===== src/rtl/mips_pkg.sv =====
// Shared MIPS encodings: opcodes, funct codes, ALU control and ALU-op classes.
// Used by both the multicycle and single-cycle controllers.
package mips_pkg;

    localparam logic [5:0] OP_RTYPE = 6'b000000;
    localparam logic [5:0] OP_LW    = 6'b100011;
    localparam logic [5:0] OP_SW    = 6'b101011;
    localparam logic [5:0] OP_BEQ   = 6'b000100;
    localparam logic [5:0] OP_ADDI  = 6'b001000;
    localparam logic [5:0] OP_J     = 6'b000010;

    localparam logic [5:0] F_ADD = 6'b100000;
    localparam logic [5:0] F_SUB = 6'b100010;
    localparam logic [5:0] F_AND = 6'b100100;
    localparam logic [5:0] F_OR  = 6'b100101;
    localparam logic [5:0] F_SLT = 6'b101010;

    localparam logic [2:0] ALU_AND = 3'b000;
    localparam logic [2:0] ALU_OR  = 3'b001;
    localparam logic [2:0] ALU_ADD = 3'b010;
    localparam logic [2:0] ALU_SUB = 3'b110;
    localparam logic [2:0] ALU_SLT = 3'b111;

    typedef enum logic [1:0] {
        AluOpAdd   = 2'b00,
        AluOpSub   = 2'b01,
        AluOpFunct = 2'b10,
        AluOpRsvd  = 2'b11
    } aluop_e;

endpackage


===== src/rtl/aludec.sv =====
// ALU decoder: maps the controller's ALU-op class and the R-type funct field
// onto the 3-bit ALU operation.
module aludec
    import mips_pkg::*;
(
    input  logic [5:0] funct,
    input  aluop_e     aluop,
    output logic [2:0] alucontrol
);

    always_comb begin
        alucontrol = ALU_ADD;
        case (aluop)
            AluOpAdd: alucontrol = ALU_ADD;
            AluOpSub: alucontrol = ALU_SUB;
            AluOpFunct: begin
                case (funct)
                    F_ADD:   alucontrol = ALU_ADD;
                    F_SUB:   alucontrol = ALU_SUB;
                    F_AND:   alucontrol = ALU_AND;
                    F_OR:    alucontrol = ALU_OR;
                    F_SLT:   alucontrol = ALU_SLT;
                    default: alucontrol = ALU_ADD;
                endcase
            end
            default: alucontrol = ALU_ADD;
        endcase
    end

endmodule


===== src/rtl/mips_multicycle_controller.sv =====
// Multicycle MIPS control unit: Moore sequencing FSM plus ALU decoder.
// pcen is the only output that also depends on the ALU zero flag.
module mips_multicycle_controller
    import mips_pkg::*;
(
    input  logic       clk,
    input  logic       reset_n,
    input  logic [5:0] op,
    input  logic [5:0] funct,
    input  logic       zero,
    output logic       memwrite,
    output logic       irwrite,
    output logic       regwrite,
    output logic       pcen,
    output logic       iord,
    output logic       memtoreg,
    output logic       regdst,
    output logic       alusrca,
    output logic [1:0] alusrcb,
    output logic [1:0] pcsrc,
    output logic [2:0] alucontrol
);

    typedef enum logic [3:0] {
        StFetch   = 4'd0,
        StDecode  = 4'd1,
        StMemAdr  = 4'd2,
        StMemRd   = 4'd3,
        StMemWb   = 4'd4,
        StMemWr   = 4'd5,
        StExecute = 4'd6,
        StAluWb   = 4'd7,
        StBranch  = 4'd8,
        StAddiEx  = 4'd9,
        StAddiWb  = 4'd10,
        StJump    = 4'd11
    } state_e;

    state_e state_q, state_d;
    logic   pcwrite;
    logic   branch;
    aluop_e aluop;

    always_ff @(posedge clk) begin
        if (!reset_n) begin
            state_q <= StFetch;
        end else begin
            state_q <= state_d;
        end
    end

    always_comb begin
        state_d  = StFetch;
        memwrite = 1'b0;
        irwrite  = 1'b0;
        regwrite = 1'b0;
        pcwrite  = 1'b0;
        branch   = 1'b0;
        iord     = 1'b0;
        memtoreg = 1'b0;
        regdst   = 1'b0;
        alusrca  = 1'b0;
        alusrcb  = 2'b00;
        pcsrc    = 2'b00;
        aluop    = AluOpAdd;

        case (state_q)
            StFetch: begin
                irwrite = 1'b1;
                pcwrite = 1'b1;
                alusrcb = 2'b01;
                state_d = StDecode;
            end
            StDecode: begin
                alusrcb = 2'b11;
                case (op)
                    OP_LW, OP_SW: state_d = StMemAdr;
                    OP_RTYPE:     state_d = StExecute;
                    OP_BEQ:       state_d = StBranch;
                    OP_ADDI:      state_d = StAddiEx;
                    OP_J:         state_d = StJump;
                    // Unknown opcodes retire as NOPs; PC already advanced in fetch.
                    default:      state_d = StFetch;
                endcase
            end
            StMemAdr: begin
                alusrca = 1'b1;
                alusrcb = 2'b10;
                state_d = (op == OP_LW) ? StMemRd : StMemWr;
            end
            StMemRd: begin
                iord    = 1'b1;
                state_d = StMemWb;
            end
            StMemWb: begin
                memtoreg = 1'b1;
                regwrite = 1'b1;
            end
            StMemWr: begin
                iord     = 1'b1;
                memwrite = 1'b1;
            end
            StExecute: begin
                alusrca = 1'b1;
                aluop   = AluOpFunct;
                state_d = StAluWb;
            end
            StAluWb: begin
                regdst   = 1'b1;
                regwrite = 1'b1;
            end
            StBranch: begin
                alusrca = 1'b1;
                aluop   = AluOpSub;
                pcsrc   = 2'b01;
                branch  = 1'b1;
            end
            StAddiEx: begin
                alusrca = 1'b1;
                alusrcb = 2'b10;
                state_d = StAddiWb;
            end
            StAddiWb: begin
                regwrite = 1'b1;
            end
            StJump: begin
                pcsrc   = 2'b10;
                pcwrite = 1'b1;
            end
            default: state_d = StFetch;
        endcase

        // While in reset, present the fetch datapath setup with every write disabled.
        if (!reset_n) begin
            memwrite = 1'b0;
            irwrite  = 1'b0;
            regwrite = 1'b0;
            pcwrite  = 1'b0;
            branch   = 1'b0;
            iord     = 1'b0;
            memtoreg = 1'b0;
            regdst   = 1'b0;
            alusrca  = 1'b0;
            alusrcb  = 2'b01;
            pcsrc    = 2'b00;
            aluop    = AluOpAdd;
        end
    end

    assign pcen = pcwrite | (branch & zero);

    aludec u_aludec (
        .funct      (funct),
        .aluop      (aluop),
        .alucontrol (alucontrol)
    );

endmodule


===== config.mk =====
export PLATFORM = sky130hd
export DESIGN_NAME = mips_multicycle_controller
export DESIGN_NICKNAME = d
export VERILOG_FILES = /design/src/rtl/mips_pkg.sv /design/src/rtl/aludec.sv /design/src/rtl/mips_multicycle_controller.sv
export SDC_FILE = /design/constraint.sdc
export NUM_CORES = 1
export LEC_CHECK = 0
export BUFFER_PORTS_ARGS = -buffer_cell sky130_fd_sc_hd__buf_2
export CORE_MARGIN = 4
export CORE_UTILIZATION = 43
export CTS_BUF_LIST = sky130_fd_sc_hd__clkbuf_4 sky130_fd_sc_hd__clkbuf_8 sky130_fd_sc_hd__clkbuf_16
export DETAILED_ROUTE_END_ITERATION = 7
export GPL_ROUTABILITY_DRIVEN = 0
export PLACE_DENSITY = 0.8
export SLEW_MARGIN = 40
export SYNTH_ARGS = -nofsm -noshare
export SYNTH_HDL_FRONTEND = slang
export SYNTH_HIERARCHICAL = 1
export SYNTH_SLANG_ARGS = --single-unit

===== constraint.sdc =====
create_clock -name clk -period 2 [get_ports clk]
set_input_delay 0.3 -clock clk [delete_from_list [all_inputs] [get_ports clk]]
set_output_delay 0.3 -clock clk [all_outputs]
set_load 0.05 [all_outputs]

-- Word-level counts from Yosys, hierarchy flattened
Cells that the tools add are included.
- flip-flop bits (word level): 4
- input bits: 15
- equality and inequality tests: 22
- muxes and demuxes: 29
- bitwise operators: 2
- reduce and logical (&&, ||, !) cells: 8
- operator list (operator ; number):
    $eq A6 B6 Y1 const B ; 6
    $pmux W4 S6 ; 1
    $pmux W4 S5 ; 1
    $mux W1 ; 18
    $eq A4 B3 Y1 const B ; 4
    $eq A4 B4 Y1 const B ; 4
    $pmux W3 S4 ; 1
    $eq A4 B2 Y1 const B ; 2
    $pmux W2 S2 ; 2
    $reduce_or A2 Y1 ; 4
    $eq A6 B2 Y1 const B ; 1
    $eq A6 B3 Y1 const B ; 1
    $eq A6 B4 Y1 const B ; 1
    $logic_not A6 Y1 ; 1
    $mux W2 ; 3
    $pmux W2 S3 ; 1
    $pmux W3 S2 ; 1
    $eq A4 B1 Y1 const B ; 1
    $logic_not A4 Y1 ; 1
    $reduce_or A4 Y1 ; 1
    $mux W3 ; 1
    $reduce_or A3 Y1 ; 1
    $eq A2 B1 Y1 const B ; 1
    $eq A2 B2 Y1 const B ; 1
    2 further kinds ; 2

-- Logic depth before layout (Yosys ltp)
Gate-level depths: netlist (run 1).
- depth in word-level cells: 5
- depth in mapped cells: 8

-- Hierarchy
The synthesis (run 1) kept the hierarchy.
- modules (own cells, without submodules) (module ; instances ; cells an instance ; area each (sq um) ; seq. area each (sq um)):
    mips_multicycle_controller ; 1 ; 72 ; 455.4 ; 80.1
    aludec ; 1 ; 15 ; 118.9 ; 0.0

-- Worst setup path after synthesis (run 1)
Ideal clock, no wire load.
- kind: reg-to-output
- start: register state_q[1]
- end: output port alucontrol[2]
- arrival time: 2.179 ns
- required time: 1.700 ns
- path slack: -0.479 ns
- cell stages (with the launch flop): 9
- path buffers: 1
- cells stage by stage: dfxtp_1 buf_2 nor2_1 nand2_1 nor2_1 inv_1 ha_1 nand4bb_1 o22ai_1
- cells in the longest elaborated chain, start to end: 5
- elaborated cells on any way between the ends: 7
- RTL lines (item ; line ; source):
    from (decl) ; mips_multicycle_controller.sv:39 ; state_e state_q, state_d;
    from (signal assigned) ; mips_multicycle_controller.sv:46 ; state_q <= StFetch;
    from (signal assigned) ; mips_multicycle_controller.sv:48 ; state_q <= state_d;
    $eq A4 B4 Y1 or $eq A4 B3 Y1 (tied branches) ; mips_multicycle_controller.sv:67 ; case (state_q)
    $pmux W2 S2 * ; mips_multicycle_controller.sv:67 ;
    $mux W2 * ; mips_multicycle_controller.sv:134 ; if (!reset_n) begin
    named net aluop[0] ; mips_multicycle_controller.sv:42 ; aluop_e aluop;
    $eq A2 B2 Y1 or $eq A2 B1 Y1 (tied branches) ; aludec.sv:13 ; case (aluop)
    $pmux W3 S2 * ; aludec.sv:13 ;
    to (decl) ; mips_multicycle_controller.sv:21 ; output logic [2:0] alucontrol
Mark *: on every way through the listed nets, which the timed path passes. The rest lies on a longest branch.

-- Worst setup path after layout (run 1)
- start: register state_q[2]
- end: output port alucontrol[1]
Same word-level chain as after synthesis.

==> results of run 1 <==
power groups by stage:
stage	registers [W]	logic (W)	clock network, W
2_1_floorplan	0.0000845	0.0000619	0
3_3_place_gp	0.0000863	0.000100	0
3_5_place_dp	0.0000868	0.000102	0
4_1_cts	0.0000859	0.000112	0.000107
5_1_grt	0.0000862	0.000136	0.000117
6_report	0.0000859	0.000127	0.000111
worst max-delay path, delay by kind of cell, from the launching register on:
family                   cells  cell delay (ps)
buffers and inverters        3              400
AND/OR/NAND/NOR              4              540
adder cells (fa/ha/maj)      1              180
flip-flops                   1              350
AO/OA/AOI/OAI                1               30
cells in the final DEF (no fill, tap or decap), types with 2 or more instances in the layout:
| cell | n |
|---|---|
| a21oi_1 | 7 |
| buf_2 | 22 |
| buf_4 | 21 |
| buf_6 | 4 |
| clkbuf_4 | 4 |
| dfxtp_2 | 3 |
| ha_4 | 2 |
| inv_1 | 5 |
| nand2_1 | 5 |
| nand2_2 | 2 |
| nand2b_1 | 2 |
| nand3_1 | 4 |
| nor2_1 | 11 |
| nor2_4 | 3 |
| nor2b_1 | 2 |
| nor3_1 | 2 |
| nor3_2 | 2 |
| nor4_1 | 2 |
| o21ai_0 | 6 |
| xor2_1 | 2 |
cells by family (layout without fill, tap and decap cells):
logic type | after synthesis | after routing | synth area share, %
AOI/OAI and AO/OA | 22 | 22 | 23.7
xor gates and xnor gates | 3 | 3 | 4.58
adders and majority gates | 2 | 2 | 4.36
buffers and inverters | 11 | 57 | 10.7
DFF | 4 | 4 | 13.9
and+or+nand+nor | 45 | 45 | 42.7
through the flow:
stage / util [%] / power [W] / cell area (um2)
3_3_place_gp: 72.7 / 0.000186 / 862
6_report: 86.8 / 0.000323 / 1030
5_1_grt: 86.8 / 0.000340 / 1030
3_5_place_dp: 72.7 / 0.000189 / 862
4_1_cts: 84.4 / 0.000304 / 1000
2_1_floorplan: - / 0.000146 / 652
path summary, 6_finish.rpt:
kind              start            end  slack [ps]  depth (start not counted)
max reg2reg  state_q[0]     state_q[1]         710                          5
min reg2reg  state_q[0]     state_q[0]         610                          2
max          state_q[2]  alucontrol[1]         -50                          9
min               op[0]     state_q[0]         410                          4
area by class of cell:
type,instances,share of cell area (%)
well taps,14,1.70
multi-input cells,72,54.3
clock buffers,3,2.19
inverters,6,2.19
repair buffers,48,31.1
flip-flops and latches,4,8.51
routing by layer:
layer | part of all wire [%] | track usage, % | wire length, um
met5 | 0 | 0 | 0
met3 | 11 | 8.94 | 255
met1 | 36 | 29.5 | 865
met4 | 3.8 | 17.5 | 91
met2 | 50 | 39.3 | 1200
repair_timing:
action / in CTS / in global routing
pin swaps: 6 / 3
gates resized for setup: 23 / 10
buffers inserted: 6 / 1
hold endpoints to repair: 0 / 0
endpoints found under the setup margin: 3 / 7
Yosys cell counts:
library cell / count / share of area [%]
o31ai_1: 1 / 1.3
nor4b_1: 1 / 1.5
clkbuf_1: 1 / 0.65
or3_1: 1 / 1.1
buf_6: 2 / 3.9
o21ai_0: 6 / 5.2
nand4bb_1: 2 / 3.9
inv_1: 6 / 3.9
o21ai_1: 1 / 0.87
nand3_1: 4 / 3.5
nor4_1: 2 / 2.2
ha_1: 2 / 4.4
nand3b_1: 1 / 1.3
nor2_1: 14 / 9.2
xor2_1: 2 / 3.1
nor2b_1: 3 / 3.3
xnor2_1: 1 / 1.5
or3b_1: 1 / 1.5
a21oi_1: 8 / 7.0
nand4bb_2: 1 / 2.8
o22ai_1: 1 / 1.1
buf_2: 1 / 0.87
and2_1: 1 / 1.1
nor3_1: 4 / 3.5
a2111oi_2: 1 / 2.6
nand2_1: 7 / 4.6
a211oi_2: 1 / 2.2
nand2b_1: 2 / 2.2
dfxtp_1: 4 / 14
o211ai_1: 1 / 1.3
a31oi_1: 2 / 2.2
buf_4: 1 / 1.3
and3_1: 1 / 1.1
==> metrics.txt, run 1 <==
run status finished, violations left; failing checks negative setup slack; H-tree depth 1; Die ar. 0.00198 mm2; filler cell count between 60 and 70; Arr. time, crit path about 1800 ps; total clock sinks 4; Hold WS 411 ps; worst hold path type in2reg; vias in the first global route roughly 830; Antenna Nets Post-Route 0; first-pass GRT wire length 3.64 mm; Placement Setup Slack -19.4 ps; DRT iter0 DRCs 30; RSZ-0062 raised after global routing true; Clock power frac between 30 and 40%; footprint of the multi-input gates approximately 560 um2; Req. time, crit path ~1700 ps; Psw 0.000121 W; clk slew on worst S/H paths approximately 40 ps; DP HPWL about 1.5 mm; CP max-delay cell dfxtp_2; Largest stage delay, worst path between 300 and 400 ps; DR WL/cell between 15 and 20 um; top flop regs state_q: 4 flops; Layout Skew just under 4 ps; Initial Utilization around 48%; DIE HEIGHT around 45 um; Worst-Margin Slew roughly 600 ps; TritonCTS clock tree yes; Rel. slew slack around three fifths; Setup CP Type reg2out; Clock Latency Late Sink roughly 250 ps; Distinct cells, synth 33; Layout area overhead 79.3%; setup TNS -182 ps; final worst slack -53.8 ps; register bit total from synthesis 4; max-slew violation count 0; Cells after Synth 87; layout cell share with drive strength beyond 1 between 50 and 60%; Max-Cap Viols 0; Via-to-Cell Ratio approximately 6.1; Final Instance Count excl. Fillers between 100 and 150; initial antenna violation count 0; Overflow after GRT 0; DRT Wirelength approximately 2.4 mm; final count of negative-setup-slack endpoints 4; Peak Freq around 490 MHz; # IOs 30; switching share of power 37.4%; syn_area_per_cell around 6.6 um2; critical path capture point type output port; ant diodes 0; largest net degree at the start of global routing 12; Leak Pwr approximately 0.43 nW; register area share after synthesis between 10% and 20%; gr usage total 25.7%; fin nets approximately 150; Site Rows 12; CTS Hold Bufs 0; P_int around 0.00020 W; Num CTS Buffers 3; Tmin final 2050 ps; power per cell area about 310 mW/mm2; final worst path period share 103%; crit-path max FO 3; Vias roughly 890; IO buf count 29; Largest register FFs 4; Reg with most FFs state_q; final hold vios 0; combinational share of power between 30% and 40%; CTS Buffer Depth 2; drt pass-1 iters 4; DR DRC count 0; syn nets about 100; synthesized area roughly 570 um2; core area 0.00119 mm2; register area just under 90 um2; Inst Count DP 137; root buffer cell clkbuf_4; crit path launch type register; crit path cell chain nor2b_4, nand2_2, nor2_4, inv_1, ha_4, nor3_2, buf_4, a31oi_4, buf_6; IR drop worst, VDD between 200 and 250 uV; sequential power share a little over a quarter; Chip Width approximately 45 um; Synth Warn # 6
(Power assumes the default switching activity.)
==> run 2, diff against run 1 <==
--- a/config.mk
+++ b/config.mk
@@ -6,10 +6,10 @@
 export NUM_CORES = 1
 export LEC_CHECK = 0
 export BUFFER_PORTS_ARGS = -buffer_cell sky130_fd_sc_hd__buf_2
-export CORE_MARGIN = 4
-export CORE_UTILIZATION = 43
+export CORE_AREA = 4 4 41 43
 export CTS_BUF_LIST = sky130_fd_sc_hd__clkbuf_4 sky130_fd_sc_hd__clkbuf_8 sky130_fd_sc_hd__clkbuf_16
 export DETAILED_ROUTE_END_ITERATION = 7
+export DIE_AREA = 0 0 45 47
 export GPL_ROUTABILITY_DRIVEN = 0
 export PLACE_DENSITY = 0.8
 export SLEW_MARGIN = 40
==> constraint.sdc (replaced) <==
create_clock -name clk -period 2.5 [get_ports clk]
set_input_delay 0.375 -clock clk [delete_from_list [all_inputs] [get_ports clk]]
set_output_delay 0.375 -clock clk [all_outputs]
set_load 0.05 [all_outputs]
==> run 2 against run 1 <==
Compared with the run above: the flow now finishes without violations; combinational power is 45% lower; non-clock buffer count is 16 lower; routed wire length is 32% lower; design area is 25% lower; clock skew is 4.0 ps higher; sequential cell count stayed put; setup slack better by 140 ps; clock-buffer cell count stayed put; critical path depth is 1 lower; utilization is 28 points lower; clock power is 24% lower; sequential share of layout area is 2.2 points higher; critical path type unchanged; largest power group is now clock.
==> metrics.txt, run 2 (synthesis results as in run 1) <==
drt pass-1 iters 4; DR WL/cell approximately 12 um; Site Rows 13; DIE HEIGHT roughly 47 um; R2R Path End state_q[1]; flop-to-flop setup slack 1320 ps; crit path buf inv count 2; critical path capture point type output port; IO buf count 29; first-pass GRT wire length about 2.5 mm; Power Total around 0.00023 W; Core Util, Final 59.2%; DP HPWL 1.27 mm; TritonCTS clock tree yes; power per cell area around 300 mW/mm2; H-tree depth 1; crit path cell chain nor2_1, nand2_1, nor2_2, inv_1, ha_1, nand4bb_4, o22ai_1, buf_4; Tmin final about 2400 ps; Rel. slew slack between 70% and 80%; Leak Pwr about 0.32 nW; Max-Cap Viols 0; Num CTS Buffers 3; layout cell share with drive strength beyond 1 35.9%; core area ~0.0013 mm2; DR DRC count 0; cell depth of the worst flop-to-flop path 5; worst hold path type in2reg; # IOs 30; Overflow after GRT 0; final worst path period share about 96%; max-slew violation count 0; filler cell count between 100 and 150; Reg with most FFs state_q; CTS Buffer Depth 2; Arr. time, crit path around 2000 ps; Initial Utilization between 40 and 50%; CP max-delay cell dfxtp_2; Layout area overhead 34.2%; gr usage total around 16%; IR drop worst, VDD about 180 uV; Worst-Margin Slew between 300 and 400 ps; worst hold path stage count 3; clk slew on worst S/H paths ~40 ps; initial antenna violation count 0; Setup CP Type reg2out; final hold vios 0; final count of negative-setup-slack endpoints 0; final worst slack 88.1 ps; postcts setup bufs 0; Antenna Nets Post-Route 0; top flop regs state_q: 4 flops; Placement Setup Slack roughly 220 ps; Hold WS roughly 450 ps; root buffer cell clkbuf_4; hold path start reset_n; hold-critical path endpoint state_q[1]; DRT Wirelength 1.64 mm; Layout Skew approximately 8 ps; setup TNS 0 ps; CP Depth 8; Chip Width approximately 45 um; most frequent cells in the layout buf_2 (27), nor2_1 (13), a21oi_1 (8), nand2_1 (7); DRT iter0 DRCs 19; fin nets 136; Req. time, crit path 2120 ps; crit path from state_q[1]; Largest stage delay, worst path 380 ps; crit path launch type register; Clock Latency Late Sink about 250 ps; run status complete, no violations; Largest register FFs 4; Vias 726; Peak Freq between 400 and 500 MHz; Via-to-Cell Ratio roughly 5.5; Die ar. between 0.002 and 0.0025 mm2; total clock sinks 4; ant diodes 0; Crit path max-delay family simple AND/OR/NAND/NOR gates; crit-path max FO 12; most common cell after layout, fill and taps aside buf_2; Worst R2R Start state_q[1]; largest net degree at the start of global routing 13; vias in the first global route 629
-- run 2: cell types whose count changed in the layout (fill, tap and decap cells not counted), moves of 3 or more --
| cell | change |
|---|---|
| buf_6 | -4 |
| buf_4 | -16 |
| nor2_4 | -3 |
| buf_2 | +5 |
-- run 2: timing repair --
item,4_1_cts,5_1_grt
resized for setup,3,3
hold buffers,0,0
endpoints found under the setup margin,2,2
pin swaps,0,0
-- run 2: routing by layer --
metal / part of all wire [%] / track usage (%) / vias to the layer above
li1: - / - / 371
met1: 34 / 16.1 / 336
met2: 58 / 32.8 / 17
met3: 5.4 / 1.15 / 2
met4: 1.6 / 10.5 / 0
met5: 0 / 0 / -
-- run 2: worst min-delay path: cells and delay by family --
family | cells | cell delay [ps]
AO/OA/AOI/OAI | 2 | 120
buffers and inverters | 1 | 150
-- run 2: report_power, final --
part,internal [W],switching (W),total (W)
combinational,0.0000250,0.0000449,0.0000699
sequential,0.0000664,0.00000390,0.0000703
clock,0.0000539,0.0000308,0.0000848
-- run 2: final cells by class --
type / count / area [um2] / area share (%)
clock buffer: 3 / 22.5 / 2.92
inverter: 6 / 22.5 / 2.92
multi-input combinational: 72 / 452 / 58.6
sequential: 4 / 82.6 / 10.7
tap: 15 / 18.8 / 2.44
timing repair buffer: 32 / 173 / 22.4
-- run 2: per-stage QoR --
step / instance area (um2) / instances
5_1_grt: 771 / 132
3_5_place_dp: 722 / 129
2_1_floorplan: 574 / 87
4_1_cts: 751 / 132
6_report: 771 / 132
3_3_place_gp: 722 / 129
-- run 2: worst max-delay path by stage --
stage | end | slack (ps)
after global routing | alucontrol[2] | -20
after CTS | alucontrol[2] | 70
after global placement | alucontrol[2] | 290
after floorplan | alucontrol[2] | -50
after detailed placement | alucontrol[2] | 220
final | alucontrol[2] | 90
==> run 3, diff against run 2 <==
--- a/config.mk
+++ b/config.mk
@@ -6,12 +6,16 @@
 export NUM_CORES = 1
 export LEC_CHECK = 0
 export BUFFER_PORTS_ARGS = -buffer_cell sky130_fd_sc_hd__buf_2
-export CORE_AREA = 4 4 41 43
+export CAP_MARGIN = 15
+export CELL_PAD_IN_SITES_DETAIL_PLACEMENT = 0
+export CELL_PAD_IN_SITES_GLOBAL_PLACEMENT = 2
+export CORE_ASPECT_RATIO = 1.1
+export CORE_MARGIN = 4
+export CORE_UTILIZATION = 23
 export CTS_BUF_LIST = sky130_fd_sc_hd__clkbuf_4 sky130_fd_sc_hd__clkbuf_8 sky130_fd_sc_hd__clkbuf_16
 export DETAILED_ROUTE_END_ITERATION = 7
-export DIE_AREA = 0 0 45 47
 export GPL_ROUTABILITY_DRIVEN = 0
-export PLACE_DENSITY = 0.8
+export PLACE_DENSITY = 0.85
 export SLEW_MARGIN = 40
 export SYNTH_ARGS = -nofsm -noshare
 export SYNTH_HDL_FRONTEND = slang
==> run 3 against run 2 <==
Compared with the run above: die area grew 59%; utilization down 25 points; via count fell by 0.28%; routed wire length is 2.4% higher; clock skew shrank 6.3 ps; register-to-register slack hardly changed; design area is 1.6% higher; setup slack gained 110 ps; sequential cell count unchanged; critical path depth did not move; critical path type unchanged; critical endpoint unchanged; largest power group unchanged.
==> metrics.txt, run 3 (synthesis results as in run 1) <==
run status complete, no violations; Final Instance Count excl. Fillers 148; Vias about 720; Tmin final between 2000 and 2500 ps; Initial Utilization between 20% and 30%; ant diodes 0; Req. time, crit path ~2100 ps; DRT Wirelength around 1.7 mm; vias in the first global route about 670; Peak Freq 435 MHz; Power Total 0.000218 W; largest net degree at the start of global routing 12; Layout area overhead 36.4%; layout cell share with drive strength beyond 1 between 30% and 40%; total clock sinks 4; Worst-Margin Slew 378 ps; crit-path max FO 8; Clock power frac between 30% and 40%; Clock Latency Late Sink roughly 230 ps; postcts setup bufs 0; IO buf count 29; IR drop worst, VDD about 180 uV; core area 0.00232 mm2; root buffer cell clkbuf_4; final worst path period share between 90% and 100%; Largest register FFs 4; Die ar. 0.00336 mm2; Reg with most FFs state_q; Placement Setup Slack around 270 ps; first-pass GRT wire length between 2 and 3 mm; Layout Skew about 1.7 ps; Num CTS Buffers 3; Chip Width ~56 um; gr usage total between 10% and 20%; filler cell count around 260; final worst slack a little over 200 ps; DR DRC count 0; Hold WS 469 ps; DR WL/cell around 11 um; CTS Buffer Depth 2; Overflow after GRT 0; # IOs 30; Leak Pwr 0.322 nW; most common cell after layout, fill and taps aside buf_2; CTS Hold Bufs 0; fin nets between 100 and 150; RSZ-0062 raised after global routing false; most frequent cells in the layout buf_2 (27), nor2_1 (12), a21oi_1 (8), nand2_1 (7); top flop regs state_q: 4 flops; Arr. time, crit path about 1900 ps; critical path capture point type output port; Rel. slew slack between 70 and 80%; Setup CP Type reg2out; Max-Cap Viols 0; Inst Count DP ~150; clk slew on worst S/H paths roughly 30 ps; P_int 0.000145 W; crit path launch type register; H-tree depth 1; final count of negative-setup-slack endpoints 0; initial antenna violation count 0; Site Rows 18; Antenna Nets Post-Route 0; Psw about 0.000073 W; DRT iter0 DRCs 24; sequential power share between 30% and 40%; Via-to-Cell Ratio 4.89; final hold vios 0; TritonCTS clock tree yes; max-slew violation count 0; power per cell area roughly 280 mW/mm2; switching share of power between 30% and 40%; DIE HEIGHT just over 60 um; DP HPWL 1.42 mm; drt pass-1 iters 4; combinational share of power 32.0%; worst hold path type in2reg
[run 3: changes by cell type in the layout (fill, tap and decap cells not counted)]
cell	before	now
nor2_1	13	12
buf_4	5	6
nor2_2	1	2
nand4bb_1	1	2
nand4bb_4	1	0
[run 3: what timing repair did]
action,CTS,global route
resized for setup,0,8
endpoints found under the setup margin,0,3
hold endpoints to repair,0,0
[run 3: power by group through the flow]
stage                logic, W  clock network (W)  registers, W
floorplan           0.0000464                  0     0.0000676
global placement    0.0000684                  0     0.0000707
detailed placement  0.0000696                  0     0.0000708
CTS                 0.0000698          0.0000798     0.0000698
global route        0.0000766          0.0000813     0.0000712
finish              0.0000699          0.0000777     0.0000705
[run 3: layout make-up]
class	instances	area, um2	area share [%]
multi-input cells	72	438	55.9
repair buffers	33	180	23.0
flip-flops and latches	4	82.6	10.5
well taps	30	37.5	4.79
clock buffers	3	22.5	2.88
inverters	6	22.5	2.88
[run 3: path summary, 6_finish.rpt]
path                            startpoint             to  slack [ps]  cells after the start
worst max-delay path            state_q[1]  alucontrol[2]         200                      8
worst min-delay path               reset_n     state_q[1]         470                      3
worst max register to register  state_q[0]     state_q[1]        1330                      5
worst min register to register  state_q[0]     state_q[0]         520                      1
[run 3: metal layers]
layer / track usage (%) / routed length [um] / up-vias
li1: - / - / 371
met5: 0 / 0 / -
met4: 3.13 / 0 / 0
met3: 1.28 / 114 / 0
met2: 18.9 / 854 / 23
met1: 12.7 / 711 / 330
[run 3: per-stage QoR]
step	util [%]	instance area, um2	TNS [ps]
finish	33.8	783	0
floorplan	-	574	-90.4
global route	33.8	783	0
detailed placement	32.3	748	0
CTS	33.2	771	0
global placement	32.3	748	0
[run 3: critical path: stages (launching register included)]
cell       delay [ps]
dfxtp_2           350
nor2_2            120
nand2_1           120
nor2_2            120
inv_1              50
ha_1              330
nand4bb_1         230
o22ai_1           150
buf_4             220
